[src/rtl/uart_pkg.sv]
// Shared UART definitions for the receiver and its sibling transmitter.
// The default bit period lives here so both ends agree on the baud rate.
package uart_pkg;

    typedef enum logic [2:0] {
        IDLE,
        START,
        DATA,
        STOP,
        BREAK
    } rx_state_t;

    localparam logic START_BIT = 1'b0;
    localparam logic STOP_BIT  = 1'b1;

    localparam int unsigned UART_DATA_BITS    = 9;
    localparam int unsigned UART_CLKS_PER_BIT = 16;

    function automatic logic majority3(input logic [2:0] s);
        return (s[0] & s[1]) | (s[0] & s[2]) | (s[1] & s[2]);
    endfunction

endpackage

[src/rtl/uart_rx_sync.sv]
// Two-flop synchronizer for the serial line plus a short sample history
// used for edge detection and a three-sample majority vote.
module uart_rx_sync
    import uart_pkg::*;
(
    input  logic clock,
    input  logic reset,
    input  logic rx,
    output logic rs,
    output logic prev,
    output logic vote
);

    logic       meta;
    logic [1:0] hist;

    always_ff @(posedge clock) begin
        if (reset) begin
            meta <= 1'b1;
            rs   <= 1'b1;
            hist <= 2'b11;
        end else begin
            meta <= rx;
            rs   <= meta;
            hist <= {hist[0], rs};
        end
    end

    // Vote over the current and two previous synchronized samples.
    assign vote = majority3({hist, rs});
    assign prev = hist[0];

endmodule

[src/rtl/uart_rx9_receiver.sv]
// 9-bit UART receiver: start bit, DATA_BITS LSB-first, one stop bit, no parity.
// Good words are presented with a one-cycle done strobe; bad stop bits set framing_error.
module uart_rx9_receiver
    import uart_pkg::*;
#(
    parameter int unsigned CLKS_PER_BIT = UART_CLKS_PER_BIT,
    parameter int unsigned DATA_BITS    = UART_DATA_BITS
) (
    input  logic                 clock,
    input  logic                 reset,
    input  logic                 rx,
    output logic [DATA_BITS-1:0] data,
    output logic                 done,
    output logic                 framing_error
);

    localparam int unsigned CW  = $clog2(CLKS_PER_BIT);
    localparam int unsigned IW  = $clog2(DATA_BITS + 1);
    localparam int unsigned MID = CLKS_PER_BIT / 2;

    localparam logic [CW-1:0] SAMPLE_AT = CW'(MID + 1);
    localparam logic [CW-1:0] LAST_CNT  = CW'(CLKS_PER_BIT - 1);
    localparam logic [IW-1:0] LAST_IDX  = IW'(DATA_BITS - 1);

    logic rs;
    logic prev;
    logic vote;

    uart_rx_sync u_sync (
        .clock (clock),
        .reset (reset),
        .rx    (rx),
        .rs    (rs),
        .prev  (prev),
        .vote  (vote)
    );

    rx_state_t            state;
    logic [CW-1:0]        cnt;
    logic [IW-1:0]        idx;
    logic [DATA_BITS-1:0] shreg;
    logic [1:0]           warm;

    logic sample;
    assign sample = (cnt == SAMPLE_AT);

    always_ff @(posedge clock) begin
        if (reset) begin
            state         <= IDLE;
            cnt           <= '0;
            idx           <= '0;
            shreg         <= '0;
            warm          <= '0;
            data          <= '0;
            done          <= 1'b0;
            framing_error <= 1'b0;
        end else begin
            done <= 1'b0;
            cnt  <= (cnt == LAST_CNT) ? '0 : cnt + 1'b1;
            // The synchronizer's reset value is not a real line sample; wait until
            // the history holds genuine samples so a line low from reset is ignored.
            if (warm != 2'b11) warm <= warm + 2'd1;

            case (state)
                IDLE: begin
                    if (warm == 2'b11 && prev && !rs) begin
                        cnt   <= '0;
                        state <= START;
                    end
                end
                START: begin
                    if (sample) begin
                        if (vote == START_BIT) begin
                            framing_error <= 1'b0;
                            idx           <= '0;
                            state         <= DATA;
                        end else begin
                            state <= IDLE;
                        end
                    end
                end
                DATA: begin
                    if (sample) begin
                        shreg <= {vote, shreg[DATA_BITS-1:1]};
                        if (idx == LAST_IDX) state <= STOP;
                        else                 idx   <= idx + 1'b1;
                    end
                end
                STOP: begin
                    // Leave mid stop bit so a start bit right after it is caught.
                    if (sample) begin
                        if (vote == STOP_BIT) begin
                            data  <= shreg;
                            done  <= 1'b1;
                            state <= IDLE;
                        end else begin
                            framing_error <= 1'b1;
                            state         <= BREAK;
                        end
                    end
                end
                BREAK: begin
                    if (rs) state <= IDLE;
                end
                default: state <= IDLE;
            endcase
        end
    end

endmodule

[config.mk]
export PLATFORM = sky130hd
export DESIGN_NAME = uart_rx9_receiver
export DESIGN_NICKNAME = d
export VERILOG_FILES = /design/src/rtl/uart_pkg.sv /design/src/rtl/uart_rx_sync.sv /design/src/rtl/uart_rx9_receiver.sv
export SDC_FILE = /design/constraint.sdc
export NUM_CORES = 1
export LEC_CHECK = 0
export CAP_MARGIN = 20
export CORE_ASPECT_RATIO = 1.5
export CORE_MARGIN = 2
export CORE_UTILIZATION = 55
export CTS_CLUSTER_DIAMETER = 120
export CTS_CLUSTER_SIZE = 16
export DETAILED_ROUTE_END_ITERATION = 8
export HOLD_SLACK_MARGIN = 0.06
export PLACE_DENSITY = 0.76
export SETUP_SLACK_MARGIN = 0.05
export SLEW_MARGIN = 20
export SYNTH_ARGS = -nofsm -noshare
export SYNTH_HDL_FRONTEND = slang
export SYNTH_SLANG_ARGS = --single-unit
[constraint.sdc]
create_clock -name clock -period 1.9 [get_ports clock]
set_clock_uncertainty 0.1 [all_clocks]
set_input_delay 0.475 -clock clock [delete_from_list [all_inputs] [get_ports clock]]
set_output_delay 0.475 -clock clock [all_outputs]
set_load 0.01 [all_outputs]
# --- After elaboration in Yosys (flattened, before gate mapping) ---
# Index checks and enable logic that the tools add are counted.
classes:
  n_addsub: 3
  n_eq_ne: 18
  mux: 23
  bitwise: 7
  n_reduce_logical: 12
op_table:
  columns: ["operator", "n"]
  rows:
  - ["$mux W4", 7]
  - ["$mux W3", 7]
  - ["$ne A2 B2 Y1 const B", 9]
  - ["$pmux W3 S5", 1]
  - ["$eq A4 B4 Y1 const B", 3]
  - ["$reduce_and A5 Y1", 2]
  - ["$add A4 B1 Y4 const B", 2]
  - ["$pmux W4 S2", 1]
  - ["$eq A3 B2 Y1 const B", 2]
  - ["$reduce_and A6 Y1", 1]
  - ["$mux W1", 5]
  - ["$reduce_bool A2 Y1", 2]
  - ["$and A1 B1 Y1", 3]
  - ["$eq A3 B1 Y1 const B", 1]
  - ["$eq A3 B3 Y1 const B", 1]
  - ["$logic_not A3 Y1", 1]
  - ["$reduce_and A3 Y1", 1]
  - ["$reduce_or A3 Y1", 1]
  - ["$add A2 B1 Y2 const B", 1]
  - ["$eq A2 B2 Y1 const B", 1]
  - ["$logic_and A1 B1 Y1", 2]
  - ["$mux W2", 1]
  - ["$ne A2 B1 Y1 const B", 1]
  - ["$not A1 Y1", 2]
  - ["4 further kinds", 5]
word_totals:
  reg_bits: 37
  inputBits: 3
  out_inout_bits: 11
  elab_cells: 74

# --- Depth between registers and ports, before layout ---
# Gate-level depths: netlist of the first run.
depth:
  word_depth: 6
  mapped_depth: 8
  mapped_depth_nobuf: 6

# --- Hierarchy ---
# From an unflattened synthesis of the first run, not the netlist that was laid out.
unflattened:
  cells_unflattened: 164
  hier_area_um2: 1527.7
modules_own_cells:
  columns: ["module", "instances", "cells_each", "area_per_inst_um2", "seq_area_each_um2"]
  rows:
  - ["uart_rx9_receiver", 1, 155, 1411.4, 660.6]
  - ["uart_rx_sync", 1, 9, 116.4, 80.1]

# --- Worst setup path after synthesis of the first run ---
# OpenSTA, ideal clock, no wires.
synth_timing:
  path_kind: "register -> register"
  start: "reg cnt[0]"
  end: "reg idx[2]"
  setup_time_ns: 0.074
  t_arrival_ns: 1.432
  required_time_ns: 1.726
  path_slack_ns: 0.294
  stages_incl_launch_ff: 7
  path_buffers: 1
  period_less_slack_ns: 1.606
  path_cell_list: "dfxtp_1 ha_1 and3b_1 clkbuf_2 nand3_2 or3b_1 a31oi_1"
synth_between:
  elab_chain_len: 3
  elab_cells_between_ends: 4
  cone_classes: "3 x eq/ne; 1 x reduce/logical"
synth_lines:
  columns: ["item", "line_no", "source"]
  rows:
  - ["from (decl)", "uart_rx9_receiver.sv:39", "logic [CW-1:0] cnt;"]
  - ["from (signal assigned)", "uart_rx9_receiver.sv:59", "cnt <= (cnt == LAST_CNT) ? '0 : cnt + 1'b1;"]
  - ["$eq A4 B4 Y1 (*)", "uart_rx9_receiver.sv:45", "assign sample = (cnt == SAMPLE_AT);"]
  - ["$ne A2 B2 Y1 (no source line)", null, null]
  - ["$reduce_and A5 Y1 (no source line) (*)", null, null]
  - ["to (signal assigned)", "uart_rx9_receiver.sv:86", "else idx <= idx + 1'b1;"]
  - ["to (decl)", "uart_rx9_receiver.sv:40", "logic [IW-1:0] idx;"]
# Mark *: on every way between the ends. The rest lies on a longest branch, timed or not.
# A chain may end at the register's enable or synchronous reset.

# --- Worst setup path after layout of the first run ---
layout_timing:
  start: "reg data[7]"
  end: "out data[7]"
layout_rtl:
  columns: ["item", "line_no", "source"]
  rows:
  - ["from (decl)", "uart_rx9_receiver.sv:12", "output logic [DATA_BITS-1:0] data,"]
  - ["from (signal assigned)", "uart_rx9_receiver.sv:93", "data <= shreg;"]
# No word-level cell between the ends.

==> results of run 1 <==
==> placed cells by master, fill, tap and decap left out, types with 2 or more instances in the layout <==
cell / count
mux2i_1: 10
ha_1: 5
a31oi_1: 2
nor3_1: 2
buf_4: 10
clkbuf_8: 6
nand4_1: 2
or2_2: 4
nor2_1: 14
o21ai_0: 3
or3_1: 2
a21oi_1: 16
nand3_1: 7
nand2b_1: 2
clkdlybuf4s50_1: 13
nand3b_1: 3
dfxtp_1: 35
nand2_1: 23
inv_1: 5
dfxtp_2: 2
==> where the power goes <==
group,switching (uW),internal [uW],leakage (uW)
clock,275,294,0.0000512
combinational,40.4,40.4,0.000383
sequential,25.4,798,0.000301
total,341,1130,0.000735
==> metrics by stage <==
step                cells  total power [uW]  hold slack [ns]  worst slack (ns)
finish                225              1470            0.312             0.161
global route          225              1530            0.331            0.0752
CTS                   223              1480            0.315             0.122
detailed placement    215               921            0.299             0.120
global placement      215               912            0.295             0.235
floorplan             165               899            0.289             0.294
==> logic make-up (layout without fill, tap and decap cells) <==
logic type | Yosys count | after routing | synth area share (%)
XOR/XNOR | 2 | 2 | 1.14
multiplexers | 10 | 10 | 6.53
AO/OA/AOI/OAI | 28 | 28 | 10.8
flip-flops | 37 | 37 | 48.3
AND/OR/NAND/NOR | 69 | 69 | 24.1
adder cells (fa/ha/maj) | 6 | 6 | 4.81
buffers and inverters | 13 | 36 | 4.24
==> registers in the layout (all words and copies together), names as in the netlist <==
register	flops
data	9
shreg	9
cnt	4
idx	4
state	3
u_sync.hist	2
warm	2
done	1
framing_error	1
u_sync.meta	1
u_sync.rs	1
==> layer usage <==
layer  global-route usage [%]  vias up
li1                         -      619
met1                     21.2      585
met2                     37.7       24
met3                     8.07        5
met4                     11.8        0
met5                        0        -
==> path summary, 6_finish.rpt <==
path | start | to | slack [ns] | cells past startpoint
worst max register to register | state[2] | idx[3] | 0.21 | 4
worst max-delay path | data[7] | data[7] | 0.16 | 1
worst min-delay path | u_sync.meta | u_sync.rs | 0.31 | 1
worst min register to register | u_sync.meta | u_sync.rs | 0.31 | 1
==> what timing repair did <==
item | in CTS | in global routing
resized for setup | 0 | 3
setup buffers | 0 | 2
endpoints found under the setup margin | 0 | 2
==> cell type report <==
| cell class | count | area share [%] |
|---|---|---|
| flip-flops and latches | 37 | 40.4 |
| multi-input cells | 115 | 39.7 |
| repair buffers | 23 | 11.2 |
| clock buffers | 6 | 4.49 |
| well taps | 37 | 2.52 |
| inverters | 5 | 1.02 |
| clock inverters | 2 | 0.748 |
==> reports/summary.txt, run 1 <==
DR pass1 iterations: 4
core area: 2680 um^2
Tcrit/Tclk final: 91.5%
area of the multi-input gates: 729 um^2
outcome: finished, final reports clean
Worst path max stage delay: 0.54 ns
CTS Hold Buffers Added: 0
CTS root buf: clkbuf_8
Die Wd: 47.1 um
post-synthesis sequential area ratio: 48.3%
fin. max-slew vios: 0
Synth top area share: 48.3%
hpwl dp: 2100 um
Routability Congestion: 0.843
clk buf depth: 2
area grow syn2layout: 19.9%
final setup TNS: 0 ns
CP delay by family, top: buffers and inverters
ANT nets after route: 0
final setup fails: 0
#FFs+latches synth: 37
critical path peak fanout: 2
mean post-synth cell area: 9.30 um^2
Clk Latency, worst-skew pair: 0.29 ns
synth warn: 0
Wirelength per Cell: 13.0 um
wl on met1: 1170 um
vias: 1233
initial drt markers: 21
pin count of the biggest net entering global routing: 16
routed wl met2: 1600 um
GRT overflow: 0
CP Buf/Inv Count: 1
Fin. Hold Viols: 0
number of global-route vias before repair: 1155
RSZ-0062 raised after global routing: false
first-pass GRT wire length: 4840 um
Worst-Margin Slew: 0.542 ns
Clock Sinks: 37
count leader, synth: dfxtp_1
mapped cell area: 1530 um^2
drc violations: 0
I/O pins: 14
slowest CP cell: clkdlybuf4s50_1
Peak supply drop: 0.702 mV
most instantiated cells after synthesis: dfxtp_1, nand2_1, a21oi_1
final net count: 195
Netlist cell types: 40
top sig layer: met4
Async SR Flop Fraction: 0%
min Tclk post-route: 1.74 ns
number of synthesized flops with an enable pin: 0
initial core utilization: 57.3%
Routed WL: 2930 um
Max-cap violations: 0
Worst slew margin: 63.6%
Fmax: 575 MHz
fraction of layout cells with a size suffix above 1: 16.0%
row cnt: 23
Cells after Synth: 165
initial antenna violation count: 0
pwr/cell area: 801 nW/um^2
die area: 3240 um^2
DR vias/cell: 5.48
CP Class: flip-flop to primary output
final core utilization: 68.7%
dpl cell area: 1720 um^2
DR WL met3: 109 um
Post-synth top flop: dfxtp_1
clock slew at reported path FFs: 0.07 ns
CTS buffer count: 5
Final Cell Area: 1840 um^2
Net Count, Synth: 173
fill count: 230
leading area contributor after synthesis: dfxtp_1
All-Layer GR Usage: 21.6%
Synth area leaders: dfxtp_1, mux2i_1, nand2_1
sequential standard cell area: 743 um^2
Worst setup EP type: primary output
leak pwr: 0.000735 uW
H-tree depth: 2
n_diodes: 0
Crit path arrival time: 1.16 ns
I/O Buffers: 13
hold crit path type: flip-flop to flip-flop
CP Data Required Time: 1.32 ns
CP Launch Type: flip-flop
chip height: 68.7 um
CTS tree: built
critical path, cell by cell: clkdlybuf4s50_1
Note: power is estimated with default switching activity, not from simulation.
==> inputs of run 2 (changes only) <==
--- a/config.mk
+++ b/config.mk
@@ -6,7 +6,7 @@
 export NUM_CORES = 1
 export LEC_CHECK = 0
 export CAP_MARGIN = 20
-export CORE_ASPECT_RATIO = 1.5
+export CORE_ASPECT_RATIO = 0.6
 export CORE_MARGIN = 2
 export CORE_UTILIZATION = 55
 export CTS_CLUSTER_DIAMETER = 120
==> run 2 against run 1 <==
Register-to-register slack lost 0.05 ns. Design area is 0.34% higher. Clock power up 42%. First-iteration DRC count increased to 3.6 times the previous value. Largest cell class unchanged.
==> reports/summary.txt, run 2 (synthesis gave the netlist of run 1 again) <==
outcome: finished, final reports clean
core area: 2570 um^2 (-3.8%)
Fmax: 571 MHz (-0.72%)
final core utilization: 71.7% (+2.9 points)
CP delay by family, top: buffers and inverters
slowest CP cell: clkdlybuf4s50_1
ANT nets after route: 0 (unchanged)
critical path, cell by cell: clkdlybuf4s50_1
area grow syn2layout: 20.3%
first-pass GRT wire length: 4970 um (+2.7%)
min Tclk post-route: 1.75 ns (+0.0127 ns)
initial antenna violation count: 0 (unchanged)
Crit path arrival time: 1.18 ns (+0.02 ns)
Fin. Hold Viols: 0 (unchanged)
sequential standard cell area: 741 um^2 (-0.34%)
dpl cell area: 1700 um^2 (-1.2%)
I/O pins: 14 (unchanged)
CP Buf/Inv Count: 1 (unchanged)
I/O Buffers: 13 (unchanged)
CP Class: flip-flop to primary output
hpwl dp: 2080 um (-0.92%)
RSZ-0062 raised after global routing: false
H-tree depth: 2 (unchanged)
Die Wd: 72.2 um (+53%)
initial drt markers: 75 (+260%)
CP Launch Type: flip-flop
CTS tree: built
fill count: 198 (-14%)
critical path peak fanout: 2 (unchanged)
most common cell after layout, fill and taps aside: dfxtp_1
DR pass1 iterations: 4 (unchanged)
WHS: 0.315 ns (+0.00384 ns)
Routed WL: 2990 um (+2.2%)
DR vias/cell: 5.60 (+2.2%)
Total Power: 1710 uW (+16%)
final net count: 192 (-1.5%)
Peak supply drop: 0.702 mV (+0.10%)
Clock Sinks: 37 (unchanged)
clock slew at reported path FFs: 0.07 ns (about the same)
GRT overflow: 0 (unchanged)
Wirelength per Cell: 13.8 um (+6.0%)
hold crit path type: flip-flop to flip-flop
commonest cells after routing, fill and taps aside: dfxtp_1, nand2_1, a21oi_1
drc violations: 0 (unchanged)
clk buf depth: 2 (unchanged)
All-Layer GR Usage: 20.8% (-0.83 points)
chip height: 44.9 um (-35%)
pin count of the biggest net entering global routing: 25 (+9)
Worst path max stage delay: 0.56 ns (+0.02 ns)
CTS buffer count: 5 (unchanged)
die area: 3240 um^2 (+0.16%)
vias: 1215 (-1.5%)
Worst slew margin: 67.8% (+4.2 points)
Clk Latency, worst-skew pair: 0.30 ns (about the same)
number of global-route vias before repair: 1113 (-3.6%)
fin. max-slew vios: 0 (unchanged)
fraction of layout cells with a size suffix above 1: 13.5% (-2.4 points)
row cnt: 14 (-39%)
initial core utilization: 59.6% (+2.3 points)
n_diodes: 0 (unchanged)
area of the multi-input gates: 729 um^2 (unchanged)
pwr/cell area: 925 nW/um^2 (+16%)
Routability Congestion: 0.830 (-1.5%)
Max-cap violations: 0 (unchanged)
final setup fails: 0 (unchanged)
CP Data Required Time: 1.32 ns (about the same)
Worst setup EP type: primary output
Final Cell Area: 1850 um^2 (+0.34%)
Tcrit/Tclk final: 92.2% (+0.67 points)
Worst-Margin Slew: 0.479 ns (-0.0623 ns)
CTS root buf: clkbuf_8
Largest regs: data x9, shreg x9
CTS Hold Buffers Added: 0 (unchanged)
final setup TNS: 0 ns (unchanged)
leak pwr: 0.000738 uW (+0.44%)
==> run 2: through the flow <==
stage | worst slack (ns) | std cells
2_1_floorplan | 0.294 | 165
3_3_place_gp | 0.210 | 208
3_5_place_dp | 0.146 | 208
4_1_cts | 0.135 | 216
5_1_grt | 0.0691 | 217
6_report | 0.148 | 217
==> run 2: where the power goes <==
group | total [uW] | leakage (uW) | switching (uW) | internal [uW]
Sequential | 822 | 0.000300 | 25.0 | 797
Clock | 808 | 0.0000681 | 286 | 522
Combinational | 78.2 | 0.000370 | 39.4 | 38.8
==> run 2: path summary, 6_finish.rpt <==
check / startpoint / to / slack (ns) / cells past startpoint
setup / recovery: framing_error / framing_error / 0.15 / 1
hold / removal: u_sync.meta / u_sync.rs / 0.32 / 1
setup reg to reg: cnt[0] / idx[3] / 0.16 / 5
hold reg to reg: u_sync.meta / u_sync.rs / 0.32 / 1
==> run 2: area by class of cell <==
type | count | share of cell area (%)
Clock inverter | 3 | 3.53
Clock buffer | 5 | 3.73
Timing Repair Buffer | 20 | 9.90
Inverter | 5 | 1.02
Sequential cell | 37 | 40.1
Multi-Input combinational cell | 115 | 39.5
Tap cell | 32 | 2.17
==> run 2: layer usage <==
layer / wire length, um / GRT usage (%)
met5: 0 / 0
met4: 48 / 9.81
met3: 140 / 6.92
met2: 1300 / 31.0
met1: 1500 / 27.6
==> run 2: what timing repair did <==
action,CTS,global route
endpoints found under the setup margin,0,2
resized for setup,0,1
buffers inserted,0,1
